## config.mk

```make
export PLATFORM = sky130hd
export DESIGN_NAME = argmax_frame_sequencer
export DESIGN_NICKNAME = d
export VERILOG_FILES = /design/src/rtl/argmax_frame_sequencer.sv
export SDC_FILE = /design/constraint.sdc
export NUM_CORES = 1
export LEC_CHECK = 0
export ABC_AREA = 1
export CAP_MARGIN = 20
export CORE_MARGIN = 1.5
export CORE_UTILIZATION = 43
export DETAILED_ROUTE_END_ITERATION = 6
export GPL_TIMING_DRIVEN = 1
export PLACE_DENSITY = 0.8
export SYNTH_ARGS = -nofsm -noshare
export SYNTH_HDL_FRONTEND = slang
export SYNTH_SLANG_ARGS = --single-unit
```

## constraint.sdc

```tcl
create_clock -name clk -period 1.6 [get_ports clk]
set_clock_uncertainty 0.2 [all_clocks]
set_input_delay 0.32 -clock clk [delete_from_list [all_inputs] [get_ports clk]]
set_output_delay 0.32 -clock clk [all_outputs]
set_load 0.01 [all_outputs]
```

## src/rtl/argmax_frame_sequencer.sv

```systemverilog
// argmax_frame_sequencer
// Gathers the ten output-layer scores of one inference into a packed lane
// vector, lets the external 10-way max unit settle, then captures the winning
// digit and hands it to the result consumer with a valid/ready handshake.
module argmax_frame_sequencer #(
    parameter int DATA_W        = 16,
    parameter int SETTLE_CYCLES = 1,
    parameter int CNT_W         = 16
) (
    input  logic                     clk,
    input  logic                     rst_n,
    input  logic                     frame_clr,
    input  logic signed [DATA_W-1:0] score_in,
    input  logic                     score_valid,
    output logic                     score_ready,
    output logic [10*DATA_W-1:0]     pack_out,
    input  logic signed [DATA_W-1:0] max_val_in,
    input  logic [3:0]               max_idx_in,
    output logic                     result_valid,
    input  logic                     result_ready,
    output logic [3:0]               result_idx,
    output logic signed [DATA_W-1:0] result_val,
    output logic                     idx_err,
    output logic                     busy,
    output logic [CNT_W-1:0]         frame_count
);

    typedef enum logic [1:0] {
        COLLECT = 2'd0,
        SETTLE  = 2'd1,
        HOLD    = 2'd2
    } state_t;

    state_t     state_reg;
    state_t     state_next;
    logic [3:0] lane_cnt_reg;
    logic [3:0] settle_cnt_reg;
    logic       score_fire;

    // A score is taken only when the source offers it and we are collecting.
    assign score_fire = score_valid && score_ready;

    // State register.
    always_ff @(posedge clk or negedge rst_n) begin
        if (!rst_n) begin
            state_reg <= COLLECT;
        end else begin
            state_reg <= state_next;
        end
    end

    // Next-state logic; an abort always returns to collecting a fresh frame.
    always_comb begin
        state_next = state_reg;
        if (frame_clr) begin
            state_next = COLLECT;
        end else begin
            case (state_reg)
                COLLECT: if (score_fire && lane_cnt_reg == 4'd9) state_next = SETTLE;
                SETTLE:  if (settle_cnt_reg == 4'd0) state_next = HOLD;
                HOLD:    if (result_valid && result_ready) state_next = COLLECT;
                default: state_next = COLLECT;
            endcase
        end
    end

    // Handshake/status outputs decoded from the registered state.
    always_comb begin
        score_ready = (state_reg == COLLECT) && !frame_clr;
        busy        = (state_reg != COLLECT);
    end

    // Counters, result capture and consumer handshake.
    always_ff @(posedge clk or negedge rst_n) begin
        if (!rst_n) begin
            lane_cnt_reg   <= 4'd0;
            settle_cnt_reg <= 4'd0;
            result_valid   <= 1'b0;
            result_idx     <= 4'd0;
            result_val     <= '0;
            idx_err        <= 1'b0;
            frame_count    <= '0;
        end else if (frame_clr) begin
            // Result fields, error flag and frame count deliberately hold.
            lane_cnt_reg   <= 4'd0;
            settle_cnt_reg <= 4'd0;
            result_valid   <= 1'b0;
        end else begin
            case (state_reg)
                COLLECT: begin
                    if (score_fire) begin
                        if (lane_cnt_reg == 4'd9) begin
                            lane_cnt_reg   <= 4'd0;
                            settle_cnt_reg <= 4'(SETTLE_CYCLES - 1);
                        end else begin
                            lane_cnt_reg <= lane_cnt_reg + 4'd1;
                        end
                    end
                end
                SETTLE: begin
                    if (settle_cnt_reg == 4'd0) begin
                        result_idx   <= max_idx_in;
                        result_val   <= max_val_in;
                        idx_err      <= (max_idx_in > 4'd9);
                        result_valid <= 1'b1;
                    end else begin
                        settle_cnt_reg <= settle_cnt_reg - 4'd1;
                    end
                end
                HOLD: begin
                    if (result_valid && result_ready) begin
                        result_valid <= 1'b0;
                        frame_count  <= frame_count + 1'b1;
                    end
                end
                default: ;
            endcase
        end
    end

    // Lane storage: digit k lands in lane 9-k, so digit 0 is the top lane.
    generate
        for (genvar gi = 0; gi < 10; gi++) begin : g_lane
            // Write this lane when the arriving digit maps onto it.
            always_ff @(posedge clk or negedge rst_n) begin
                if (!rst_n) begin
                    pack_out[DATA_W*gi +: DATA_W] <= '0;
                end else if (score_fire && lane_cnt_reg == 4'(9 - gi)) begin
                    pack_out[DATA_W*gi +: DATA_W] <= score_in;
                end
            end
        end
    endgenerate

endmodule

```

Word level (Yosys, flattened, before mapping)
Cells that the tools add are included.
{ "word_totals": {"output_inout_bits": 200, "word_cells": 86, "ff_bits": 208, "input_bits": 41} }
{ "classes": {"mux": 18, "eq_ne": 17, "n_reduce_logical": 28, "n_bitwise": 1, "n_lt_le_gt_ge": 1, "add_sub_neg": 3} }
{ "op_table": {"columns": ["operator", "n"], "rows": [
  ["two-way mux 4 bit", 8],
  ["adder 16 x 1 -> 16 bit (second input constant)", 1],
  ["== test 4 x 3 -> 1 bit (second input constant)", 4],
  ["logical AND 1 bit", 13],
  ["inequality test 3 bit (second input constant)", 4],
  ["AND reduction 3 bit", 4],
  ["== test 4 x 2 -> 1 bit (second input constant)", 2],
  ["== test 4 bit (second input constant)", 2],
  ["logical NOT 4 bit", 2],
  ["two-way mux 2 bit", 4],
  ["one-hot mux 4 bit (2 select lines)", 1],
  ["inequality test 3 x 2 -> 1 bit (second input constant)", 2],
  ["one-hot mux 2 bit (3 select lines)", 1],
  ["nonzero test 2 bit", 3],
  ["nonzero test 3 bit", 2],
  ["adder 4 x 1 -> 4 bit (second input constant)", 1],
  ["== test 4 x 1 -> 1 bit (second input constant)", 1],
  ["> comparator 4 bit (second input constant)", 1],
  ["AND reduction 4 bit", 1],
  ["subtractor 4 x 1 -> 4 bit (second input constant)", 1],
  ["two-way mux 1 bit", 3],
  ["== test 2 x 1 -> 1 bit (second input constant)", 1],
  ["== test 2 bit (second input constant)", 1],
  ["logical NOT 2 bit", 1],
  ["other kinds (4)", 4]
]} }

Depth between registers and ports, before layout
{ "depth": {"depth_word": 7, "ltp_mapped": 9, "ltp_nobuf": 9} }

Worst setup path after synthesis
Ideal clock, no wire load.
{ "synth_path": {"path_type": "register to register", "from": "register state_reg[1]", "to": "register pack_out[133]", "slack_ps": -17, "stages_incl_launch_ff": 10, "arrival_ps": 1287, "cell_sequence": "dfrtp_1 > inv_2 > nand3_4 > inv_4 > nand2_8 > nor2_4 > nand2_2 > buf_2 > nand2_1 > o21ai_0"} }
{ "synth_via": {"elab_chain_cells": 4} }
{ "synth_rtl": {"columns": ["element", "line_no", "rtl"], "rows": [
  ["from (decl)", "34", "state_t state_reg;"],
  ["from (signal assigned)", "48", "state_reg <= state_next;"],
  ["logical NOT 2 bit", "69", "score_ready = (state_reg == COLLECT) && !frame_clr;"],
  ["logical AND 1 bit", "69", null],
  ["via score_ready", "15", "output logic score_ready,"],
  ["logical AND 1 bit", "41", "assign score_fire = score_valid && score_ready;"],
  ["logical AND 1 bit", "128", "end else if (score_fire && lane_cnt_reg == 4'(9 - gi)) begin"],
  ["to (signal, indexed assignment)", "129", "pack_out[DATA_W*gi +: DATA_W] <= score_in;"],
  ["to (decl)", "16", "output logic [10*DATA_W-1:0] pack_out,"]
]} }
The timed path passes the listed nets, and every way through them passes these cells.
A chain may end at the register's enable or synchronous reset.

Worst setup path in the final report
{ "layout_path": {"from": "register state_reg[0]", "to": "register pack_out[27]"} }
{ "layout_via": {"elab_chain_cells": 4} }
{ "layout_rtl": {"columns": ["element", "line_no"], "rows": [
  ["logical NOT 2 bit", "69"],
  ["logical AND 1 bit", "69"],
  ["logical AND 1 bit", "41"],
  ["logical AND 1 bit", "128"]
]} }
Every way passes these cells.

==> impl_metrics.py <==
metrics = {
    "worst_setup_path": {
        "data_arrival_at_the_endpoint_of_the_critical_path_ns": 2.03,
        "timing.critical_path.from_type": "flop",
        "setup.worst_path.class": "flop to flop",
        "reg2reg_to": "pack_out[27]",
        "worstSetupEndpointType": "flop",
        "worst-r2r-cell-count": 9,
        "worst_r2r_startpoint": "state_reg[0]",
        "timing.critical_path.fanout_max": 8,
        "worst-r2r-setup-slack_ns": -0.21,
        "cp_data_required_time_ns": 1.82,
    },
    "finish": {
        "syn_to_final_growth_pct": 60.44,
        "utilization_pct": 70.09,
        "leading_registers_by_flop_count": "pack_out x160, frame_count x16, result_val x16",
        "largest_register_ff_count": 160,
        "post_route_cells_drive_above_1_share_pct": 48.47,
        "registers.top_by_ff_count": "pack_out",
        "nNetsFinal": 1268,
        "insertedDiodeCount": 0,
        "post-route-cell-area_mm2": 0.01307,
    },
    "global_routing": {
        "grt.met1_usage_pct": 33.68,
        "grt_start_max_net_pins": 42,
        "grt-ovfl-total": 0,
        "grt.busiest_layer": "met2",
        "antenna_found_initial": 0,
        "first_global_vias": 7386,
        "grt_use_met2_pct": 42.29,
        "grt.met3_usage_pct": 6.793,
        "grt_pass1_wl_um": 40010,
        "grt.total_usage_pct": 25.97,
    },
    "clock_network": {
        "cts.clk_slew.worst_paths_ns": 0.06,
        "cts_sinks": 208,
        "cts_tree": "yes",
        "htreeDepth": 1,
        "clock_path_buffers": 3,
        "clk-insertion-delay-late_ns": 0.51,
        "ctsRootBufferMaster": "clkbuf_16",
        "numCtsBuffers": 23,
    },
    "synth": {
        "fraction_of_the_mapped_netlist_area_in_compound_gates_pct": 10.71,
        "synth_enable_flop_cells": 0,
        "synth-xor-area-share_pct": 0.9679,
        "synthTopCellsByCount": "nand2_1, dfrtp_1, nor2_1",
        "synth-async-reset-ratio_pct": 100.0,
        "synth_simple_gate_area_share_pct": 18.51,
        "count_of_synthesis_stage_warnings_from_yosys": 0,
        "avgSynthCellArea_um2": 9.593,
        "synth_top_family_by_area": "simple AND/OR/NAND/NOR gates",
        "synth_mux_area_share_pct": 0,
        "adder_cell_area_share_of_the_yosys_netlist_pct": 0.4609,
        "synthDominantAreaCellType": "dfrtp_1",
        "flop_and_latch_count_out_of_synthesis": 208,
        "synth_fp_nets": 893,
        "synth_top_flop_cell": "dfrtp_1",
        "cell_count_after_synthesis": 849,
        "synth_top_area_share_pct": 63.91,
        "synthMostInstantiatedCell": "nand2_1",
        "ys_types": 32,
        "netlist_top_cells_area": "dfrtp_1, nand2_1, o21ai_0",
        "seq_area_frac_synth_pct": 63.91,
        "post_synth_instance_area_mm2": 0.008144,
    },
    "timing": {
        "final.min_clock_period_ns": 1.808,
        "final_worst_slack_ns": -0.2078,
        "timing.final.max_slew_violations": 0,
        "report.final.hold_viol_count": 0,
        "f_max_mhz": 553.1,
        "final.period_utilization_pct": 113.0,
        "holdWs_ns": 0.1036,
        "grt_setup_unrepaired": "yes",
        "timing.final.setup_violations": 173,
        "max-slew-margin-rel_pct": 49.92,
        "worst-slew-pin-transition_ns": 0.7504,
    },
    "power": {
        "totalPowerFinal_w": 0.01543,
        "power.density_cell_area_mw_per_mm2": 1181,
        "leakage_nw": 6.771,
        "worst_ir_drop_vdd_uv": 917.5,
    },
    "floorplanning": {
        "die-area_mm2": 0.01977,
        "io-pin-count": 241,
        "chipWidth_um": 140.6,
        "chipHeight_um": 140.6,
        "count_of_standard_cell_rows": 50,
        "placeableCoreArea_mm2": 0.01864,
        "initial_utilization_pct": 43.68,
    },
    "place": {
        "dp_hpwl_um": 16410,
        "placedInstanceArea_mm2": 0.01127,
        "globalplace.congestion": 0.8609,
        "portBuffers": 240,
    },
    "outcome": {
        "outcome": "finished, violations left",
        "failing_checks": "negative setup slack",
    },
    "drt": {
        "wl_um": 29110,
        "drcViolationCount": 0,
        "wl_per_cell_um": 19.78,
        "first_pass_iters": 5,
        "route.vias.total": 7733,
        "drt_first_iter_violations": 334,
        "routed_via_density": 5.253,
        "postRouteAntennaNets": 0,
    },
    "worst_hold_path": {
        "worstHoldPathType": "primary input to asynchronous set/reset pin",
    },
    "run": {
        "timing.max_cap.violations": 0,
    },
}
[power breakdown]
part / total [W] / internal [W] / switching [W]
sequential: 0.00676 / 0.00613 / 0.000631
clock: 0.00501 / 0.00289 / 0.00211
combinational: 0.00366 / 0.00171 / 0.00195
total: 0.0154 / 0.0107 / 0.00469
[worst max-delay path: stages (launching register included)]
cell and delay (ns):
dfrtp_1 0.40, inv_2 0.10, nand3_4 0.09, clkinv_4 0.07
buf_6 0.11, nand2_8 0.09, nor2_4 0.28, clkbuf_16 0.22
nor2_1 0.05, a21oi_1 0.11
[through the flow]
step,setup slack (ns),TNS [ns],instances
after floorplan,0.0004916,0,849
after global placement,-0.4756,-83.87,1346
after detailed placement,-0.5151,-87.03,1346
after CTS,-0.1979,-15.67,1436
after global routing,-0.2939,-31.45,1472
final,-0.2078,-19.63,1472
[worst max path at each step]
stage | startpoint | endpoint | slack [ns] | cells after the start
after floorplan | state_reg[1] | pack_out[77] | 0.0005 | 9
after global placement | frame_clr | result_val[12] | -0.48 | 8
after detailed placement | frame_clr | pack_out[10] | -0.52 | 9
after CTS | state_reg[0] | score_ready | -0.20 | 4
after global routing | state_reg[0] | pack_out[67] | -0.29 | 10
final | state_reg[0] | pack_out[27] | -0.21 | 9
[layout make-up]
class                      instances  area, um2
timing repair buffer             384       3189
tap                              234      292.8
inverter                          63      256.5
multi-input combinational        544       3426
clock buffer                      31      625.6
fill                            1331       5577
sequential                       208       5205
clock inverter                     8      71.32
[logic make-up after synthesis]
logic type | after synthesis
adders and majority gates | 3
AOI/OAI and AO/OA | 173
xor gates and xnor gates | 9
and+or+nand+nor | 359
buffers and inverters | 97
DFF | 208
[cell usage in the layout, fill, tap and decap left out, types with 2 or more instances in the layout]
| master | synthesis | routed |
|---|---|---|
| a21oi_1 | 66 | 45 |
| a21oi_2 | 0 | 20 |
| buf_12 | 0 | 20 |
| buf_2 | 10 | 192 |
| buf_4 | 13 | 85 |
| buf_6 | 2 | 26 |
| buf_8 | 0 | 2 |
| clkbuf_1 | 9 | 6 |
| clkbuf_16 | 0 | 40 |
| clkbuf_8 | 0 | 3 |
| clkdlybuf4s50_1 | 0 | 39 |
| clkinv_2 | 0 | 5 |
| dfrtp_1 | 208 | 208 |
| inv_1 | 58 | 54 |
| inv_2 | 4 | 6 |
| nand2_1 | 227 | 139 |
| nand2_2 | 3 | 53 |
| nand2_4 | 0 | 36 |
| nand2_8 | 1 | 3 |
| nand3_1 | 15 | 10 |
| nand3_2 | 2 | 4 |
| nand3_4 | 1 | 4 |
| nand4_1 | 6 | 6 |
| nor2_1 | 91 | 50 |
| nor2_2 | 1 | 24 |
| nor2_4 | 6 | 24 |
| nor3_4 | 1 | 2 |
| o21ai_0 | 85 | 15 |
| o21ai_1 | 18 | 49 |
| o21ai_2 | 0 | 39 |
| o22ai_1 | 3 | 3 |
| xnor2_1 | 2 | 2 |
| xor2_1 | 7 | 7 |
[what timing repair did]
item / 4_1_cts / 5_1_grt
setup buffers: 46 / 21
pin swaps: 6 / 32
resized for setup: 845 / 338
hold buffers: 1 / 0
endpoints found under the hold margin: 208 / 0
setup endpoints to repair: 387 / 222
cloned: 5 / 19
[metal layers]
layer / part of all wire (%) / up-vias
li1: - / 3473
met4: 4.3 / 0
met2: 48 / 314
met1: 40 / 3857
met3: 7.5 / 89
met5: 0 / -
Note: power is estimated with default switching activity, not from simulation.
